[config.mk]
export PLATFORM = sky130hd
export DESIGN_NAME = fc_stream_decoder
export DESIGN_NICKNAME = d
export VERILOG_FILES = /design/src/rtl/fc_stream_decoder.sv
export SDC_FILE = /design/constraint.sdc
export NUM_CORES = 1
export LEC_CHECK = 0
export BUFFER_PORTS_ARGS = -buffer_cell sky130_fd_sc_hd__buf_2
export CORE_UTILIZATION = 35
export CTS_BUF_LIST = sky130_fd_sc_hd__clkbuf_8
export DETAILED_ROUTE_END_ITERATION = 6
export PLACE_DENSITY_LB_ADDON = 0.15
export SYNTH_ARGS = -nofsm -noshare
export SYNTH_HDL_FRONTEND = slang
export SYNTH_SLANG_ARGS = --single-unit
[constraint.sdc]
create_clock -name clk_bx -period 4.45 [get_ports clk_bx]
set_input_delay 1.335 -clock clk_bx [delete_from_list [all_inputs] [get_ports clk_bx]]
set_output_delay 1.335 -clock clk_bx [all_outputs]
set_load 0.01 [all_outputs]
[src/rtl/fc_stream_decoder.sv]
// fc_stream_decoder: SEC/DED Hamming(8,4) decode of the fast control stream, strobe regeneration, BCR-locked bx counter and error statistics.
// Latency: 2 clk_bx cycles from fc_stream_enc to command strobes, bxid, locked and counter updates.
// Backpressure: none; one encoded word is consumed every bx. Optional macro FC_RX_L1A_TAG_EN adds l1a_bxid / l1a_tag_valid.
module fc_stream_decoder #(
   parameter int LOCK_COUNT   = 4,
   parameter int UNLOCK_COUNT = 3,
   parameter int CNT_W        = 16
) (
   input  logic             clk_bx,
   input  logic             reset,
   input  logic [15:0]      fc_stream_enc,
   input  logic [11:0]      orb_length,
   input  logic             clear_counters,
   output logic             bcr,
   output logic             l1a,
   output logic             link_reset,
   output logic             buffer_clear,
   output logic             calib_pulse,
   output logic [11:0]      bxid,
   output logic             locked,
   output logic [CNT_W-1:0] sec_count,
   output logic [CNT_W-1:0] ded_count,
   output logic [CNT_W-1:0] misalign_count,
`ifdef FC_RX_L1A_TAG_EN
   output logic [11:0]      l1a_bxid,
   output logic             l1a_tag_valid,
`endif
   output logic [31:0]      l1a_count
);

   localparam int GW = $clog2(LOCK_COUNT + 1);
   localparam int BW = $clog2(UNLOCK_COUNT + 1);

   typedef enum logic [1:0] {
      ST_UNLOCKED = 2'd0,
      ST_ACQUIRE  = 2'd1,
      ST_LOCKED   = 2'd2
   } state_t;

   // Returns {sec, ded, d[3:0]} for one code byte {p0,d3,d2,d1,p3,d0,p2,p1}.
   function automatic logic [5:0] dec_nibble(input logic [7:0] code);
      logic [2:0] syn;
      logic       par_err;
      logic       flip;
      logic [3:0] d;
      syn[0]  = code[0] ^ code[2] ^ code[4] ^ code[6];
      syn[1]  = code[1] ^ code[2] ^ code[5] ^ code[6];
      syn[2]  = code[3] ^ code[4] ^ code[5] ^ code[6];
      par_err = ^code;
      // Only a data position (3,5,6,7) needs an actual correction of the payload.
      flip    = par_err && (syn != 3'd0);
      d[0]    = code[2] ^ (flip && (syn == 3'd3));
      d[1]    = code[4] ^ (flip && (syn == 3'd5));
      d[2]    = code[5] ^ (flip && (syn == 3'd6));
      d[3]    = code[6] ^ (flip && (syn == 3'd7));
      return {par_err, (!par_err) && (syn != 3'd0), d};
   endfunction

   function automatic logic [CNT_W-1:0] sat_add(input logic [CNT_W-1:0] val, input logic [1:0] inc);
      logic [CNT_W:0] sum;
      sum = {1'b0, val} + {{(CNT_W-1){1'b0}}, inc};
      return sum[CNT_W] ? {CNT_W{1'b1}} : sum[CNT_W-1:0];
   endfunction

   logic [15:0]  enc_q;
   logic [5:0]   dec_lo, dec_hi;
   logic [7:0]   data;
   logic         any_ded;
   logic         cmd_bcr, cmd_l1a, cmd_lrst, cmd_bclr, cmd_calib;
   logic [1:0]   sec_inc, ded_inc;
   logic         unused_bits;

   logic [12:0]  bx_plus;
   logic         bx_wrap;
   logic [11:0]  bx_free, bxid_nxt;
   logic         bx_reload;
   logic         misalign_evt;

   state_t       state, state_nxt;
   logic [GW-1:0] good_cnt, good_nxt;
   logic [BW-1:0] bad_cnt, bad_nxt;

   // Stage 1: capture the raw encoded word.
   always_ff @(posedge clk_bx or posedge reset) begin
      if (reset) enc_q <= '0;
      else       enc_q <= fc_stream_enc;
   end

   assign dec_lo    = dec_nibble(enc_q[7:0]);
   assign dec_hi    = dec_nibble(enc_q[15:8]);
   assign data      = {dec_hi[3:0], dec_lo[3:0]};
   assign any_ded   = dec_lo[4] | dec_hi[4];
   assign sec_inc   = {1'b0, dec_lo[5]} + {1'b0, dec_hi[5]};
   assign ded_inc   = {1'b0, dec_lo[4]} + {1'b0, dec_hi[4]};

   // An uncorrectable nibble poisons the whole word, including the BCR used for alignment.
   assign cmd_bcr   = data[0] & ~any_ded;
   assign cmd_l1a   = data[1] & ~any_ded;
   assign cmd_lrst  = data[2] & ~any_ded;
   assign cmd_bclr  = data[3] & ~any_ded;
   assign cmd_calib = data[5] & ~any_ded;
   assign unused_bits = ^{data[7:6], data[4]};

   // Free-running bx: wrap after orb_length-1, and also recover from any out-of-range value.
   assign bx_plus  = {1'b0, bxid} + 13'd1;
   assign bx_wrap  = bx_plus >= {1'b0, orb_length};
   assign bx_free  = bx_wrap ? 12'd0 : bx_plus[11:0];
   assign bxid_nxt = bx_reload ? 12'd0 : bx_free;

   // Lock tracking: next state, alignment counters, bx realignment and misalignment events.
   always_comb begin
      state_nxt    = state;
      good_nxt     = good_cnt;
      bad_nxt      = bad_cnt;
      bx_reload    = 1'b0;
      misalign_evt = 1'b0;
      case (state)
         ST_UNLOCKED: begin
            if (cmd_bcr) begin
               state_nxt = ST_ACQUIRE;
               good_nxt  = GW'(1);
               bx_reload = 1'b1;
            end
         end
         ST_ACQUIRE: begin
            if (cmd_bcr) begin
               if (bx_wrap) begin
                  good_nxt = good_cnt + GW'(1);
                  if (good_nxt == GW'(LOCK_COUNT)) begin
                     state_nxt = ST_LOCKED;
                     bad_nxt   = '0;
                  end
               end else begin
                  good_nxt  = GW'(1);
                  bx_reload = 1'b1;
               end
            end else if (bx_wrap) begin
               state_nxt = ST_UNLOCKED;
            end
         end
         ST_LOCKED: begin
            if (cmd_bcr && bx_wrap) begin
               bad_nxt = '0;
            end else if (cmd_bcr || bx_wrap) begin
               misalign_evt = 1'b1;
               bad_nxt      = bad_cnt + BW'(1);
               if (bad_nxt == BW'(UNLOCK_COUNT)) state_nxt = ST_UNLOCKED;
            end
         end
         default: state_nxt = ST_UNLOCKED;
      endcase
   end

   // Lock state and alignment counters register.
   always_ff @(posedge clk_bx or posedge reset) begin
      if (reset) begin
         state    <= ST_UNLOCKED;
         good_cnt <= '0;
         bad_cnt  <= '0;
      end else begin
         state    <= state_nxt;
         good_cnt <= good_nxt;
         bad_cnt  <= bad_nxt;
      end
   end

   assign locked = (state == ST_LOCKED);

   // Stage 2: command strobes and bx counter.
   always_ff @(posedge clk_bx or posedge reset) begin
      if (reset) begin
         bcr          <= 1'b0;
         l1a          <= 1'b0;
         link_reset   <= 1'b0;
         buffer_clear <= 1'b0;
         calib_pulse  <= 1'b0;
         bxid         <= '0;
      end else begin
         bcr          <= cmd_bcr;
         l1a          <= cmd_l1a;
         link_reset   <= cmd_lrst;
         buffer_clear <= cmd_bclr;
         calib_pulse  <= cmd_calib;
         bxid         <= bxid_nxt;
      end
   end

   // Statistics: saturating error counters, wrapping L1A counter, clear wins over increment.
   always_ff @(posedge clk_bx or posedge reset) begin
      if (reset) begin
         sec_count      <= '0;
         ded_count      <= '0;
         misalign_count <= '0;
         l1a_count      <= '0;
      end else if (clear_counters) begin
         sec_count      <= '0;
         ded_count      <= '0;
         misalign_count <= '0;
         l1a_count      <= '0;
      end else begin
         sec_count      <= sat_add(sec_count, sec_inc);
         ded_count      <= sat_add(ded_count, ded_inc);
         misalign_count <= sat_add(misalign_count, {1'b0, misalign_evt});
         l1a_count      <= l1a_count + {31'd0, cmd_l1a};
      end
   end

`ifdef FC_RX_L1A_TAG_EN
   // L1A tagging: capture the bx presented alongside each l1a strobe.
   always_ff @(posedge clk_bx or posedge reset) begin
      if (reset) begin
         l1a_bxid      <= '0;
         l1a_tag_valid <= 1'b0;
      end else begin
         l1a_tag_valid <= cmd_l1a;
         if (cmd_l1a) l1a_bxid <= bxid_nxt;
      end
   end
`endif

endmodule

==> impl_metrics.yaml, run 1 <==
setup_path:
  crit_top_cell: "ha_1"
  cp_max_fo: 3
  rrSetupSlack_ns: 0.37
  r2r_start: "bxid[1]$_DFF_PP0_"
  cp-end-kind: "flop"
  crit_family: "compound AO/OA/AOI/OAI gates"
  cp-endpoint: "misalign_count[14]$_DFF_PP0_"
  slowest_delay_ns: 0.37
  path_cells: "buf_2, inv_1, ha_1, a21o_1, a221o_1, a221o_1, a21o_1, inv_1, ha_1, nor2_2, ha_1, and3_1, nand3_1, buf_4, nor2_2, nand3_1, mux2i_1, nor2_1"
  cp_slowest_cell: "a221o_1"
  worst_r2r_path_depth: 20
  crit_type: "in -> reg"
  worst-path-stages: 18
  critPathBufInv: 4
  crit_path_start: "orb_length[2]"
  start_kind: "primary input"
  r2r_end: "misalign_count[14]$_DFF_PP0_"
  critPathArrivalTime_ns: 4.44
  worstPathRequired_ns: 4.76
placed_design:
  gp_congestion: 0.798
  numPortBuffers: 128
  hpwl_um: 11000
grt:
  grt_pass1_vias: 4951
  track_usage_pct: 17.0
  overflow: 0
  grt_pass1_wl_um: 24500
  grt_max_degree: 58
  antenna_found_initial: 1
yosys:
  avgSynthCellArea_sq_um: 9.92
  synth.top_cells.by_area: "dfrtp_1, xor2_1, xnor2_1, ha_1, a21oi_1"
  syn_inst: 643
  async_reset_ff_share_pct: 100
  yosysTopAreaCell: "dfrtp_1"
  synth_edf_count: 0
  ys_seq_area_share_pct: 47.1
  yosysTopAreaCellShare_pct: 47.1
  synth_nets: 701
  ys_top_cells_by_count: "dfrtp_1, nor2_1, a21oi_1, nand2_1, xor2_1"
  syn-cell-area_sq_um: 6380
  yosysMostFrequentCell: "dfrtp_1"
  ys_ff_latch: 120
  synth_ff_type: "dfrtp_1"
  synth_cell_type_count: 60
  yosysWarnings: 0
timing:
  tns_ns: 0
  fin_crit_ns: 4.13
  slew_viol_final: 0
  worst_slew_pin_slew_ns: 1.20
  finalClockSkew_ns: 0.00903
  timing_hold_violations_final: 0
  setup_viol: 0
  relSlewSlack_pct: 19.2
  max_freq_ghz: 0.242
  rsz0062_at_grt: "false"
  fin_crit_sh_pct: 92.8
floorplan:
  die_h_um: 137
  io_pins: 129
  rows: 48
  start_util_pct: 36.4
  die_w_um: 137
  core_area_sq_um: 17500
  die_area_sq_um: 18800
drt:
  drt-total-wl_um: 15100
  detail_route.wl_per_cell_um: 14.7
  ant_nets: 0
  drc: 0
  first_iter_violations: 240
  vias: 5083
  firstDrtPassIters: 4
  viasPerCell: 4.96
status:
  run_status: "finished clean"
cts:
  clkSlewWorstSetupHoldPaths_ns: 0.07
  cts_tree: "done"
  h-tree-depth: 4
  clock_sinks: 120
  cts_buffers: 17
  clock_path_buffers: 2
  clock_latency_ns: 0.44
  ctsRootBufferMaster: "clkbuf_8"
cells_and_area:
  final_nets: 844
  antennaDiodeCount: 0
  drive_above_1_share_pct: 24.2
  syn_to_final_growth_pct: 22.4
  seq_area_sq_um: 3000
  multi_input_area_sq_um: 3170
  fillers: 1710
power_and_ir_drop:
  vdd.ir_drop.worst_mv: 0.178
  power_mw: 2.89
  power.density_nw_per_um2: 370
  leakagePower_nw: 3.89
flow_run:
  max_cap_viol_count: 0
worst_hold_path:
  worstHoldPathType: "reg -> reg"
## what timing repair did
item / 4_1_cts / 5_1_grt
endpoints found under the hold margin: 0 / 0
setup endpoints to repair: 0 / 15
hold buffers: 0 / 0
buffers inserted: 0 / 0
resized for setup: 0 / 5
## cell usage in the layout, fill, tap and decap left out, types with 17 or more instances in the layout
cell type / netlist / routed
buf_2: 1 / 128
dfrtp_1: 120 / 120
nor2_1: 67 / 65
a21oi_1: 54 / 54
nand2_1: 52 / 52
xor2_1: 47 / 46
inv_1: 37 / 40
xnor2_1: 40 / 40
nand3_1: 32 / 32
ha_1: 25 / 25
clkbuf_8: 0 / 19
nand4_1: 17 / 17
## worst min-delay path by stage
stage	start	end	slack (ns)	cells past startpoint
after floorplan	good_cnt[1]$_DFFE_PP0P_	good_cnt[1]$_DFFE_PP0P_	0.49	1
after global placement	good_cnt[1]$_DFFE_PP0P_	good_cnt[1]$_DFFE_PP0P_	0.50	1
after detailed placement	l1a_count[31]$_DFF_PP0_	l1a_count[31]$_DFF_PP0_	0.53	2
after CTS	l1a_count[31]$_DFF_PP0_	l1a_count[31]$_DFF_PP0_	0.55	2
after global routing	l1a_count[31]$_DFF_PP0_	l1a_count[31]$_DFF_PP0_	0.57	2
final	l1a_count[31]$_DFF_PP0_	l1a_count[31]$_DFF_PP0_	0.54	2
## worst reg2reg max path: stages (launching register included)
cell	delay (ns)
dfrtp_1	0.38
ha_1	0.21
and4_2	0.29
nand2_1	0.08
xnor2_1	0.21
ha_1	0.28
a21o_1	0.19
a21o_1	0.20
a221o_1	0.32
a21o_1	0.18
inv_1	0.07
ha_1	0.25
nor2_2	0.19
ha_1	0.21
and3_1	0.19
nand3_1	0.11
buf_4	0.15
nor2_2	0.12
nand3_1	0.11
mux2i_1	0.17
nor2_1	0.05
## metrics by stage
stage / hold slack [ns] / std cells / instance area (sq um) / utilization, % / setup WS [ns]
CTS: 0.551 / 1024 / 7790 / 44.4 / 0.151
floorplan: 0.485 / 643 / 6380 / - / 0.0655
global placement: 0.503 / 992 / 7340 / 41.9 / -0.192
detailed placement: 0.532 / 992 / 7340 / 41.9 / -0.310
finish: 0.541 / 1024 / 7810 / 44.5 / 0.320
global route: 0.572 / 1024 / 7810 / 44.5 / 0.0719
## report_power, final
part | switching (mW) | internal, mW
logic | 0.328 | 0.237
registers | 0.0587 | 1.15
clock network | 0.426 | 0.684
total | 0.812 | 2.08
## state kept, by name, summed over array words and instances, names as in the netlist
register        count
state               2
enc_q              16
l1a_count          32
sec_count          16
good_cnt            3
link_reset          1
bad_cnt             2
l1a                 1
bxid               12
ded_count          16
misalign_count     16
bcr                 1
calib_pulse         1
buffer_clear        1
## per-layer routing
layer / global-route usage [%] / up-vias / part of all wire (%)
met5: 0 / - / 0
met4: 5.80 / 0 / 1.2
met3: 5.15 / 15 / 5.5
met2: 26.9 / 114 / 48
met1: 21.9 / 2449 / 46
li1: - / 2505 / -
## cell type report
cell class / instances / share of cell area, %
Sequential cell: 120 / 38.5
Inverter: 37 / 1.83
Tap cell: 225 / 3.61
Timing Repair Buffer: 143 / 9.81
Multi-Input combinational cell: 467 / 40.6
Clock buffer: 19 / 3.35
Clock inverter: 13 / 2.37
## kinds of logic (layout without fill, tap and decap cells)
family          Yosys count  count (layout)  synth area share, %
flops                   120             120                 47.1
fa+ha+maj                28              28                 5.69
mux                       7               7                 1.14
xor+xnor                 93              93                 13.8
simple gates            237             237                 18.6
buf+inv                  56             212                 3.51
compound gates          102             102                 10.2
Power figures use the tool's default switching activity.
==> inputs of run 2 (changes only) <==
Settings changed: PLACE_DENSITY from default to 0.62, PLACE_DENSITY_LB_ADDON 0.15 to default.
==> impl_metrics.yaml, run 2 (same netlist as run 1, synthesis figures left out) <==
status:
  run_status: "finished clean"
cells_and_area:
  final_cell_mix: "buf_2, dfrtp_1, nor2_1"
  drive_above_1_share_pct: 23.8
  syn_to_final_growth_pct: 21.6
  final_nets: 842
  antennaDiodeCount: 0
  largest_reg_flops: 32
  layout_commonest_cell: "buf_2"
  largest-register: "l1a_count"
timing:
  hold_ws_ns: 0.499
  slew_viol_final: 0
  timing_hold_violations_final: 0
  worst_slew_pin_slew_ns: 1.28
  fin_crit_sh_pct: 93.4
  max_freq_ghz: 0.241
  finalClockSkew_ns: 0.0134
  rsz0062_at_grt: "false"
  setup_viol: 0
  relSlewSlack_pct: 14.3
  fin_crit_ns: 4.16
  tns_ns: 0
setup_path:
  cp-end-kind: "flop"
  crit_type: "in -> reg"
  worstPathRequired_ns: 4.80
  critPathArrivalTime_ns: 4.51
  cp_max_fo: 12
  start_kind: "primary input"
grt:
  grt_max_degree: 121
  grt_pass1_vias: 4642
  grt_pass1_wl_um: 23700
  overflow: 0
  antenna_found_initial: 0
  track_usage_pct: 16.3
floorplan:
  core_area_sq_um: 17500
  io_pins: 129
  die_area_sq_um: 18800
  rows: 48
  die_w_um: 137
  die_h_um: 137
  start_util_pct: 36.4
cts:
  h-tree-depth: 4
  clock_sinks: 120
  clock_path_buffers: 2
  ctsRootBufferMaster: "clkbuf_8"
  clock_latency_ns: 0.43
  cts_tree: "done"
  clkSlewWorstSetupHoldPaths_ns: 0.07
  cts_buffers: 17
worst_hold_path:
  worstHoldPathType: "reg -> reg"
drt:
  drc: 0
  drt-total-wl_um: 14500
  firstDrtPassIters: 4
  detail_route.wl_per_cell_um: 14.3
  vias: 5023
  first_iter_violations: 175
  ant_nets: 0
  viasPerCell: 4.93
power_and_ir_drop:
  power_mw: 2.75
  leakagePower_nw: 3.87
  vdd.ir_drop.worst_mv: 0.222
  power.density_nw_per_um2: 355
placed_design:
  gp_congestion: 0.807
  hpwl_um: 10400
  numPortBuffers: 128
flow_run:
  max_cap_viol_count: 0
## run 2: cell count changes in the layout (fill, tap and decap cells not counted), sizes merged
cell / previous run / this run
buf: 143 / 141
bufinv: 5 / 2
clkbuf: 19 / 23
clkinv: 4 / 0
## run 2: per-stage QoR
step | setup WS [ns] | instances | util [%] | cell area, sq um
finish | 0.292 | 1019 | 44.2 | 7750
detailed placement | -0.286 | 990 | 41.8 | 7330
global route | 0.0418 | 1019 | 44.2 | 7750
global placement | -0.194 | 990 | 41.8 | 7330
CTS | 0.164 | 1019 | 44.0 | 7720
floorplan | 0.0655 | 643 | - | 6380
## run 2: worst paths after layout
check                                  start                          end  slack, ns  cells after the start
max reg2reg                bxid[0]$_DFF_PP0_  misalign_count[9]$_DFF_PP0_       0.43                     18
min                        bxid[0]$_DFF_PP0_            bxid[0]$_DFF_PP0_       0.50                      1
max in group asynchronous              reset            bxid[0]$_DFF_PP0_       2.84                      3
max                            orb_length[2]  misalign_count[9]$_DFF_PP0_       0.29                     16
min in group asynchronous              reset           enc_q[1]$_DFF_PP0_       1.07                      3
min reg2reg                bxid[0]$_DFF_PP0_            bxid[0]$_DFF_PP0_       0.50                      1
## run 2: area by class of cell
cell class	count	area, sq um
Clock buffer	23	317
Clock inverter	6	75.1
Fill cell	1712	9780
Inverter	37	143
Multi-Input combinational cell	467	3180
Sequential cell	120	3000
Tap cell	225	282
Timing Repair Buffer	141	751
## run 2: power breakdown
part	switching (mW)	total [mW]	internal [mW]	leakage, nW
clock network	0.408	0.979	0.571	0.215
registers	0.0612	1.22	1.16	1.60
logic	0.321	0.554	0.233	2.05
total	0.790	2.75	1.96	3.87
## run 2: metal layers
metal	part of all wire (%)	routed length [um]	vias up	global-route usage, %
met3	5.6	811	12	4.89
met2	45	6490	115	24.0
met5	0	0	-	0
met1	49	7060	2394	22.4
li1	-	-	2502	-
met4	1.2	170	0	6.23
## run 2: critical path: stages
cell,delay [ns]
buf_2,0.08
inv_1,0.03
ha_1,0.29
a21o_1,0.18
a221o_1,0.34
a221o_1,0.38
a21o_1,0.18
inv_1,0.07
ha_1,0.22
nor2_1,0.11
buf_4,0.15
ha_1,0.20
and3_1,0.20
nand3_1,0.10
or3_4,0.46
a21oi_1,0.17
## run 2: timing repair
| item | 4_1_cts | 5_1_grt |
|---|---|---|
| endpoints found under the setup margin | 0 | 23 |
| hold buffers | 0 | 0 |
| resized for setup | 0 | 7 |
| buffers inserted | 0 | 0 |
==> inputs of run 3 (changes only) <==
Settings changed: CORE_UTILIZATION 35 to 52, PLACE_DENSITY 0.62 to 0.84.
==> impl_metrics.yaml, run 3 (same netlist as run 1, synthesis figures left out) <==
cts:
  cts_tree: "done"
  h-tree-depth: 4
  clock_sinks: 120
  ctsRootBufferMaster: "clkbuf_8"
  clkSlewWorstSetupHoldPaths_ns: 0.07
  clock_path_buffers: 2
  clock_latency_ns: 0.44
  cts_buffers: 17
cells_and_area:
  drive_above_1_share_pct: 23.8
  largest_reg_flops: 32
  largest-register: "l1a_count"
  final_nets: 840
  final_cell_mix: "buf_2, dfrtp_1, nor2_1"
  syn_to_final_growth_pct: 20.0
  layout_commonest_cell: "buf_2"
  antennaDiodeCount: 0
drt:
  first_iter_violations: 325
  firstDrtPassIters: 4
  ant_nets: 0
  viasPerCell: 5.43
  drt-total-wl_um: 14000
  drc: 0
  detail_route.wl_per_cell_um: 14.8
  vias: 5112
timing:
  slew_viol_final: 0
  max_freq_ghz: 0.240
  hold_ws_ns: 0.526
  rsz0062_at_grt: "false"
  fin_crit_ns: 4.17
  timing_hold_violations_final: 0
  finalClockSkew_ns: 0.0120
  fin_crit_sh_pct: 93.8
  setup_viol: 0
  relSlewSlack_pct: 20.1
  worst_slew_pin_slew_ns: 1.19
grt:
  track_usage_pct: 23.0
  grt_pass1_vias: 4827
  grt_pass1_wl_um: 22900
  overflow: 0
  grt_max_degree: 121
  antenna_found_initial: 0
setup_path:
  r2r_end: "misalign_count[14]$_DFF_PP0_"
  rrSetupSlack_ns: 0.31
  cp-end-kind: "flop"
  cp_slowest_cell: "a221o_1"
  critPathBufInv: 4
  path_cells: "buf_2, inv_1, ha_1, a21o_1, a221o_1, a221o_1, a21o_1, inv_1, ha_1, nor2_2, ha_1, and3_1, nand3_1, buf_4, nor2_1, nand3_1, mux2i_1, nor2_1"
  worst-path-stages: 18
  start_kind: "primary input"
  crit_type: "in -> reg"
  cp_max_fo: 3
  critPathArrivalTime_ns: 4.47
  cp-endpoint: "misalign_count[14]$_DFF_PP0_"
  worstPathRequired_ns: 4.74
  crit_path_start: "orb_length[2]"
  crit_family: "compound AO/OA/AOI/OAI gates"
  crit_top_cell: "ha_1"
  r2r_start: "bxid[0]$_DFF_PP0_"
  slowest_delay_ns: 0.37
  worst_r2r_path_depth: 20
floorplan:
  rows: 40
  start_util_pct: 53.3
  die_area_sq_um: 12700
  die_w_um: 113
  die_h_um: 113
  io_pins: 129
  core_area_sq_um: 12000
worst_hold_path:
  whs_path_depth: 1
  worstHoldPathType: "reg -> reg"
status:
  run_status: "finished clean"
placed_design:
  gp_congestion: 0.869
  numPortBuffers: 128
  hpwl_um: 9620
power_and_ir_drop:
  power.density_nw_per_um2: 368
  vdd.ir_drop.worst_mv: 0.237
  power_mw: 2.81
  leakagePower_nw: 3.86
flow_run:
  max_cap_viol_count: 0
-- run 3: cell count changes in the layout (fill, tap and decap cells not counted), moves of 2 or more --
cell       delta
buf_4         -2
bufinv_16     +2
clkbuf_8      -4
clkinv_2      +6
inv_1         -2
-- run 3: report_power, final --
group | internal (mW) | switching, mW
combinational | 0.229 | 0.317
clock | 0.626 | 0.426
sequential | 1.15 | 0.0615
total | 2.01 | 0.804
-- run 3: final cells by class --
class | count | area (sq um)
Fill cell | 991 | 4310
Clock buffer | 19 | 262
Tap cell | 147 | 184
Sequential cell | 120 | 3000
Inverter | 37 | 143
Multi-Input combinational cell | 467 | 3170
Clock inverter | 12 | 158
Timing Repair Buffer | 139 | 736
-- run 3: repair_timing --
item                                    4_1_cts  5_1_grt
setup buffers                                 0        0
hold buffers                                  0        0
endpoints found under the setup margin        0       15
resized for setup                             0        4
-- run 3: metal layers --
metal	routed length [um]	global-route usage, %	up-vias
met5	0	0	-
met4	374	10.2	0
met3	701	5.25	29
met2	6630	37.0	145
met1	6270	29.9	2444
li1	-	-	2494
-- run 3: worst register-to-register path, stage by stage, from the launching register on --
cell     delay [ns]
dfrtp_1        0.42
ha_1           0.23
and4_2         0.29
nand2_1        0.10
xnor2_2        0.16
ha_1           0.29
a21o_1         0.18
a21o_1         0.18
a221o_1        0.31
a21o_1         0.18
inv_1          0.08
ha_1           0.25
nor2_2         0.20
ha_1           0.20
and3_1         0.19
nand3_1        0.10
buf_4          0.15
nor2_1         0.16
nand3_1        0.11
mux2i_1        0.16
nor2_1         0.05
-- run 3: worst min-delay path by stage --
stage / from / end / slack, ns
finish: good_cnt[1]$_DFFE_PP0P_ / good_cnt[1]$_DFFE_PP0P_ / 0.53
global route: good_cnt[1]$_DFFE_PP0P_ / good_cnt[1]$_DFFE_PP0P_ / 0.55
CTS: good_cnt[1]$_DFFE_PP0P_ / good_cnt[1]$_DFFE_PP0P_ / 0.53
detailed placement: good_cnt[1]$_DFFE_PP0P_ / good_cnt[1]$_DFFE_PP0P_ / 0.51
global placement: good_cnt[1]$_DFFE_PP0P_ / good_cnt[1]$_DFFE_PP0P_ / 0.51
floorplan: good_cnt[1]$_DFFE_PP0P_ / good_cnt[1]$_DFFE_PP0P_ / 0.49
-- run 3: metrics by stage --
step	setup TNS [ns]	worst slack [ns]	util [%]	cells	instance area, sq um
floorplan	0	0.0655	-	643	6380
CTS	0	0.138	63.8	941	7630
detailed placement	-3.88	-0.297	60.3	910	7210
finish	0	0.276	64.0	941	7650
global placement	-2.22	-0.183	60.3	910	7210
global route	0	0.00422	64.0	941	7650
